`src/rtl/lsu_mem_port_pkg.sv`:
```
// Shared definitions for the load/store unit: memop encodings, FSM states,
// bus widths and the access-legality rule.
package lsu_mem_port_pkg;

  localparam int BUS_AW  = 32;
  localparam int BUS_DW  = 32;
  localparam int BUS_BEW = 4;

  localparam logic [2:0] MEM_B  = 3'b000;
  localparam logic [2:0] MEM_H  = 3'b001;
  localparam logic [2:0] MEM_W  = 3'b010;
  localparam logic [2:0] MEM_BU = 3'b100;
  localparam logic [2:0] MEM_HU = 3'b101;

  typedef enum logic [1:0] {
    ST_IDLE = 2'b00,
    ST_REQ  = 2'b01,
    ST_WAIT = 2'b10,
    ST_DONE = 2'b11
  } lsu_state_t;

  // Unknown size, misaligned halfword/word, or a load and store at once.
  function automatic logic lsu_is_illegal(input logic [2:0] op,
                                          input logic [1:0] off,
                                          input logic       wr,
                                          input logic       rd);
    logic bad;
    bad = 1'b0;
    case (op)
      MEM_B, MEM_BU: bad = 1'b0;
      MEM_H, MEM_HU: bad = off[0];
      MEM_W:         bad = (off != 2'b00);
      default:       bad = 1'b1;
    endcase
    return bad | (wr & rd);
  endfunction

endpackage

```
`src/rtl/lsu_mem_port_align.sv`:
```
// Byte-lane steering: store byte enables and replicated write data, plus
// load lane extraction with sign/zero extension.
module lsu_align
  import lsu_mem_port_pkg::*;
(
  input  logic [2:0]         memop_i,
  input  logic [1:0]         off_i,
  input  logic [BUS_DW-1:0]  wdata_i,
  input  logic [BUS_DW-1:0]  rdata_i,
  output logic [BUS_BEW-1:0] be_o,
  output logic [BUS_DW-1:0]  wdata_o,
  output logic [BUS_DW-1:0]  rdata_o
);

  logic [BUS_DW-1:0] lane_s;

  assign lane_s = rdata_i >> {off_i, 3'b000};

  // Lane selection per access size
  always_comb begin
    be_o    = 4'b0000;
    wdata_o = 32'h0000_0000;
    rdata_o = 32'h0000_0000;
    case (memop_i)
      MEM_B, MEM_BU: begin
        be_o    = 4'b0001 << off_i;
        wdata_o = {4{wdata_i[7:0]}};
        if (memop_i == MEM_B) begin
          rdata_o = {{24{lane_s[7]}}, lane_s[7:0]};
        end else begin
          rdata_o = {24'h00_0000, lane_s[7:0]};
        end
      end
      MEM_H, MEM_HU: begin
        be_o    = 4'b0011 << {off_i[1], 1'b0};
        wdata_o = {2{wdata_i[15:0]}};
        if (memop_i == MEM_H) begin
          rdata_o = {{16{lane_s[15]}}, lane_s[15:0]};
        end else begin
          rdata_o = {16'h0000, lane_s[15:0]};
        end
      end
      MEM_W: begin
        be_o    = 4'b1111;
        wdata_o = wdata_i;
        rdata_o = lane_s;
      end
      default: begin
        be_o    = 4'b0000;
        wdata_o = 32'h0000_0000;
        rdata_o = 32'h0000_0000;
      end
    endcase
  end

endmodule

```
`src/rtl/lsu_mem_port.sv`:
```
// Load/store unit: turns one decoded load/store into a single valid/ready
// bus transaction and stalls the core until it completes or faults.
module lsu_mem_port
  import lsu_mem_port_pkg::*;
#(
  parameter logic [15:0] TIMEOUT = 16'd255
) (
  input  logic               clk_i,
  input  logic               rst_i,
  input  logic               en_i,
  input  logic               memwr_i,
  input  logic               memtoreg_i,
  input  logic [2:0]         memop_i,
  input  logic [BUS_AW-1:0]  addr_i,
  input  logic [BUS_DW-1:0]  wdata_i,
  output logic               stall_o,
  output logic               done_o,
  output logic               fault_o,
  output logic [BUS_DW-1:0]  rdata_o,
  output logic               bus_req_o,
  output logic               bus_we_o,
  output logic [BUS_AW-1:0]  bus_addr_o,
  output logic [BUS_BEW-1:0] bus_be_o,
  output logic [BUS_DW-1:0]  bus_wdata_o,
  input  logic               bus_gnt_i,
  input  logic               bus_rvalid_i,
  input  logic [BUS_DW-1:0]  bus_rdata_i
);

  lsu_state_t         state_q, state_d;
  logic [15:0]        timer_q, timer_d;
  logic [2:0]         op_q, op_d;
  logic [1:0]         off_q, off_d;
  logic               done_q, done_d;
  logic               fault_q, fault_d;
  logic [BUS_DW-1:0]  rdata_q, rdata_d;
  logic               bus_req_q, bus_req_d;
  logic               bus_we_q, bus_we_d;
  logic [BUS_AW-1:0]  bus_addr_q, bus_addr_d;
  logic [BUS_BEW-1:0] bus_be_q, bus_be_d;
  logic [BUS_DW-1:0]  bus_wdata_q, bus_wdata_d;

  logic               access_s;
  logic               illegal_s;
  logic               tmo_hit_s;
  logic [2:0]         al_op_s;
  logic [1:0]         al_off_s;
  logic [BUS_BEW-1:0] al_be_s;
  logic [BUS_DW-1:0]  al_wdata_s;
  logic [BUS_DW-1:0]  al_rdata_s;

  assign access_s  = en_i & (memwr_i | memtoreg_i);
  assign illegal_s = lsu_is_illegal(memop_i, addr_i[1:0], memwr_i, memtoreg_i);
  assign tmo_hit_s = (TIMEOUT != 16'd0) && (timer_q == (TIMEOUT - 16'd1));

  // Aligner sees the live request in IDLE and the latched one afterwards
  always_comb begin
    if (state_q == ST_IDLE) begin
      al_op_s  = memop_i;
      al_off_s = addr_i[1:0];
    end else begin
      al_op_s  = op_q;
      al_off_s = off_q;
    end
  end

  lsu_align u_align (
    .memop_i (al_op_s),
    .off_i   (al_off_s),
    .wdata_i (wdata_i),
    .rdata_i (bus_rdata_i),
    .be_o    (al_be_s),
    .wdata_o (al_wdata_s),
    .rdata_o (al_rdata_s)
  );

  // Next-state and registered-output logic
  always_comb begin
    state_d     = state_q;
    timer_d     = timer_q;
    op_d        = op_q;
    off_d       = off_q;
    done_d      = 1'b0;
    fault_d     = 1'b0;
    rdata_d     = 32'h0000_0000;
    bus_req_d   = 1'b0;
    bus_we_d    = bus_we_q;
    bus_addr_d  = bus_addr_q;
    bus_be_d    = bus_be_q;
    bus_wdata_d = bus_wdata_q;
    case (state_q)
      ST_IDLE: begin
        if (access_s && illegal_s) begin
          state_d = ST_DONE;
          done_d  = 1'b1;
          fault_d = 1'b1;
        end else if (access_s) begin
          state_d     = ST_REQ;
          timer_d     = 16'd0;
          op_d        = memop_i;
          off_d       = addr_i[1:0];
          bus_req_d   = 1'b1;
          bus_we_d    = memwr_i;
          bus_addr_d  = {addr_i[31:2], 2'b00};
          bus_be_d    = al_be_s;
          bus_wdata_d = memwr_i ? al_wdata_s : 32'h0000_0000;
        end else begin
          state_d = ST_IDLE;
        end
      end
      ST_REQ: begin
        if (bus_gnt_i && bus_we_q) begin
          state_d = ST_DONE;
          done_d  = 1'b1;
        end else if (bus_gnt_i) begin
          state_d = ST_WAIT;
          timer_d = 16'd0;
        end else if (tmo_hit_s) begin
          state_d = ST_DONE;
          done_d  = 1'b1;
          fault_d = 1'b1;
        end else begin
          timer_d   = timer_q + 16'd1;
          bus_req_d = 1'b1;
        end
      end
      ST_WAIT: begin
        if (bus_rvalid_i) begin
          state_d = ST_DONE;
          done_d  = 1'b1;
          rdata_d = al_rdata_s;
        end else if (tmo_hit_s) begin
          state_d = ST_DONE;
          done_d  = 1'b1;
          fault_d = 1'b1;
        end else begin
          timer_d = timer_q + 16'd1;
        end
      end
      ST_DONE: begin
        // Core advances on this edge; a still-high en is not a new request.
        state_d = ST_IDLE;
      end
      default: begin
        state_d = ST_IDLE;
      end
    endcase
  end

  // State and output registers
  always_ff @(posedge clk_i) begin
    if (rst_i) begin
      state_q     <= ST_IDLE;
      timer_q     <= 16'd0;
      op_q        <= 3'b000;
      off_q       <= 2'b00;
      done_q      <= 1'b0;
      fault_q     <= 1'b0;
      rdata_q     <= 32'h0000_0000;
      bus_req_q   <= 1'b0;
      bus_we_q    <= 1'b0;
      bus_addr_q  <= 32'h0000_0000;
      bus_be_q    <= 4'b0000;
      bus_wdata_q <= 32'h0000_0000;
    end else begin
      state_q     <= state_d;
      timer_q     <= timer_d;
      op_q        <= op_d;
      off_q       <= off_d;
      done_q      <= done_d;
      fault_q     <= fault_d;
      rdata_q     <= rdata_d;
      bus_req_q   <= bus_req_d;
      bus_we_q    <= bus_we_d;
      bus_addr_q  <= bus_addr_d;
      bus_be_q    <= bus_be_d;
      bus_wdata_q <= bus_wdata_d;
    end
  end

  assign stall_o     = (state_q == ST_REQ) || (state_q == ST_WAIT) ||
                       ((state_q == ST_IDLE) && access_s);
  assign done_o      = done_q;
  assign fault_o     = fault_q;
  assign rdata_o     = rdata_q;
  assign bus_req_o   = bus_req_q;
  assign bus_we_o    = bus_we_q;
  assign bus_addr_o  = bus_addr_q;
  assign bus_be_o    = bus_be_q;
  assign bus_wdata_o = bus_wdata_q;

endmodule
```
`config.mk`:
```
export PLATFORM = sky130hd
export DESIGN_NAME = lsu_mem_port
export DESIGN_NICKNAME = d
export VERILOG_FILES = /design/src/rtl/lsu_mem_port_pkg.sv /design/src/rtl/lsu_mem_port_align.sv /design/src/rtl/lsu_mem_port.sv
export SDC_FILE = /design/constraint.sdc
export NUM_CORES = 1
export LEC_CHECK = 0
export CORE_MARGIN = 5
export CORE_UTILIZATION = 40
export DETAILED_ROUTE_END_ITERATION = 8
export PLACE_DENSITY = 0.81
export SLEW_MARGIN = 20
export SYNTH_ARGS = -nofsm -noshare
export SYNTH_HDL_FRONTEND = slang
export SYNTH_SLANG_ARGS = --single-unit
```
`constraint.sdc`:
```
create_clock -name clk_i -period 5.4 [get_ports clk_i]
set_input_delay 0.81 -clock clk_i [delete_from_list [all_inputs] [get_ports clk_i]]
set_output_delay 0.81 -clock clk_i [all_outputs]
set_load 0.02 [all_outputs]
```
==> results.ini <==
[critical_path]
end_kind=output pin
crit_path_max_fanout=27
rr_startpoint=state_q[0]
critPathBufInv=2
cp.arrival_ps=2810
slowest_stage=ha_1
crit_family=adder cells
regToRegSetupSlack_ps=2000
r2r_cells=8
worstPathRequired_ps=4590
path_depth=5
crit_path_end=stall_o
startpoint_type=flop
worstSetupPathType=reg2out
r2r_end=rdata_o[31]
slowest_delay_ps=840
startpoint=state_q[0]
worstPathCellList=inv_1, ha_1, o211a_1, or2_2, clkdlybuf4s50_1

[routing]
drt_iter0_drc=412
drcViolationCount=0
routed_via_density=5.34
routed_wl_um=18100
vias=5684
firstDrtPassIters=6
routedWlPerCell_um=17.0
antenna_left=0

[finish]
stdcell_count=1065
area_delta_synth_final_pct=50.3
nets=984
antennaDiodeCount=0
final_cell_mix=clkdlybuf4s50_1 (207), nand2_1 (154), dfxtp_1 (125)
drive_gt1_share_pct=7.12
final_common_cell=clkdlybuf4s50_1

[synthesis]
yosys_warnings=0
yosys_most_used_dff=dfxtp_1
synth_cell_type_count=56
synth_seq_cells=125
syn_area_um2=5630
synth_edf_count=0
synth.avg_cell_area_um2=8.20
synth_cells=686
synth-seq-area-share_pct=44.5
synthArstFlopShare_pct=0

[floorplanning]
die_h_um=129
placementRows=43
io_pins=211
core_um2=13800
start_util_pct=40.7
die_w_um=129
die_area_um2=16500

[power]
comb_power_share_pct=18.4
p_leak_nw=2.96
p_switching_uw=724
ir_worst_vdd_mv=0.218
p_clk_share_pct=46.5
power.density_nw_per_um2=324
intPower_mw=2.02
switching_share_pct=26.4
seq_power_share_pct=35.1

[sta]
slew_headroom_pct=25.6
hold_viol=0
period_share_pct=67.0
period_minus_slack_ps=3620
skew_ps=7.79
rsz0062_at_grt=no
tightest_slew_ps=1110
setup_viol=0
finalSetupTns_ps=0
fmax_mhz=276
maxSlewViolCount=0

[clocking]
ctsResizeCount=0
numCtsBuffers=17
root_buffer=clkbuf_16
htree_levels=4
clock_sinks=125
cts_tree=built
clk_latency_ps=420
cts_setup_buffers=0
clock_path_buffers=2
clk_pin_slew_ps=60
holdBufCountCts=0

[grt]
grt_max_degree=77
first_global_vias=5392
grtUsageTotal_pct=21.4
antenna_found_initial=0
grt_remaining_overflow=0
grt_pass1_wl_um=28300

[hold_path]
hold_class=reg2reg

[place]
place_hpwl_um=13100
dp.cells=1033
io_buffers=208
globalplace.congestion=0.861

[run]
maxCapViolCount=0

[outcome]
status=finished, final reports clean

## cell usage after synthesis, types with 3 or more instances
| master | count | area share (%) |
|---|---|---|
| nand3_1 | 26 | 2.3 |
| a222oi_1 | 8 | 1.4 |
| mux2i_1 | 19 | 3.4 |
| buf_1 | 8 | 0.53 |
| or3_1 | 3 | 0.33 |
| nand4_1 | 4 | 0.44 |
| a22oi_1 | 9 | 1.2 |
| nor3_1 | 4 | 0.36 |
| xnor2_1 | 4 | 0.62 |
| and2_1 | 4 | 0.44 |
| or4_1 | 5 | 0.67 |
| buf_2 | 7 | 0.62 |
| o21ai_0 | 29 | 2.6 |
| o2bb2ai_1 | 8 | 1.2 |
| and3_1 | 3 | 0.33 |
| a21oi_1 | 105 | 9.3 |
| clkbuf_1 | 33 | 2.2 |
| ha_1 | 6 | 1.3 |
| o31ai_1 | 4 | 0.53 |
| nor2b_1 | 3 | 0.33 |
| inv_1 | 11 | 0.73 |
| o21a_1 | 3 | 0.40 |
| mux2_2 | 10 | 2.0 |
| a211oi_1 | 14 | 1.9 |
| nand2b_1 | 10 | 1.1 |
| nand2_1 | 154 | 10 |
| nor2_1 | 24 | 1.6 |
| dfxtp_1 | 125 | 44 |
| nand3b_1 | 4 | 0.53 |
| and4_1 | 4 | 0.62 |
## worst reg2reg max path, cell delays in order, from the launching register on
cell      delay, ps
dfxtp_1         330
inv_1           100
ha_1            840
mux2i_4         350
buf_4           400
mux2i_1         270
a211oi_1        140
a32oi_2         660
a21oi_1         160
## metal layers
metal | GRT usage [%] | routed length [um] | share of wire [%]
met2 | 34.5 | 8680 | 48
met5 | 0 | 0 | 0
met4 | 8.83 | 553 | 3.1
met1 | 28.0 | 7740 | 43
met3 | 4.44 | 1150 | 6.4
## how the worst min path moves through the flow
stage	start	end	slack (ps)	cells past startpoint
6_report	bus_wdata_o[6]	bus_wdata_o[6]	450	2
5_1_grt	bus_wdata_o[6]	bus_wdata_o[6]	470	2
4_1_cts	bus_wdata_o[6]	bus_wdata_o[6]	450	2
3_5_place_dp	bus_be_o[2]	bus_be_o[2]	440	2
3_3_place_gp	bus_wdata_o[4]	bus_wdata_o[4]	440	2
2_1_floorplan	op_q[2]	op_q[2]	450	2
## registers in the layout, summed over array words and instances, names as in the netlist
name         count
bus_req_o        1
fault_o          1
bus_be_o         4
op_q             3
bus_addr_o      30
bus_we_o         1
rdata_o         32
timer_q         16
bus_wdata_o     32
state_q          2
off_q            2
done_o           1
## kinds of logic after synthesis
kind of cell,count (synthesis),synth area share [%]
and+or+nand+nor,256,20.7
AOI/OAI and AO/OA,200,22.1
DFF,125,44.5
buffers and inverters,62,4.56
muxes,30,5.78
adders and majority gates,6,1.33
xor gates and xnor gates,6,0.934
other,1,0.0666
## layout make-up
| cell class | count | area, um^2 |
|---|---|---|
| clock buffers | 20 | 457 |
| clock inverters | 12 | 209 |
| fillers | 1192 | 5370 |
| inverters | 11 | 41.3 |
| multi-input cells | 500 | 2880 |
| flip-flops and latches | 125 | 2500 |
| well taps | 180 | 225 |
| repair buffers | 217 | 2140 |
## power groups by stage
stage	sequential (mW)	combinational (mW)	clock (mW)
final	0.962	0.504	1.28
after CTS	0.962	0.500	1.29
after floorplan	1.00	0.275	0
after global routing	0.965	0.545	1.34
after detailed placement	0.982	0.497	0
after global placement	0.981	0.494	0
## through the flow
stage	worst slack, ps	instance area, um^2	hold slack, ps	utilization [%]	total power, mW
global placement	2020	7790	438	56.3	1.47
detailed placement	1920	7790	444	56.3	1.48
floorplan	2960	5630	447	-	1.28
CTS	1780	8460	451	61.2	2.75
global route	1620	8460	470	61.2	2.85
finish	1780	8460	448	61.2	2.74
(Power assumes the default switching activity.)
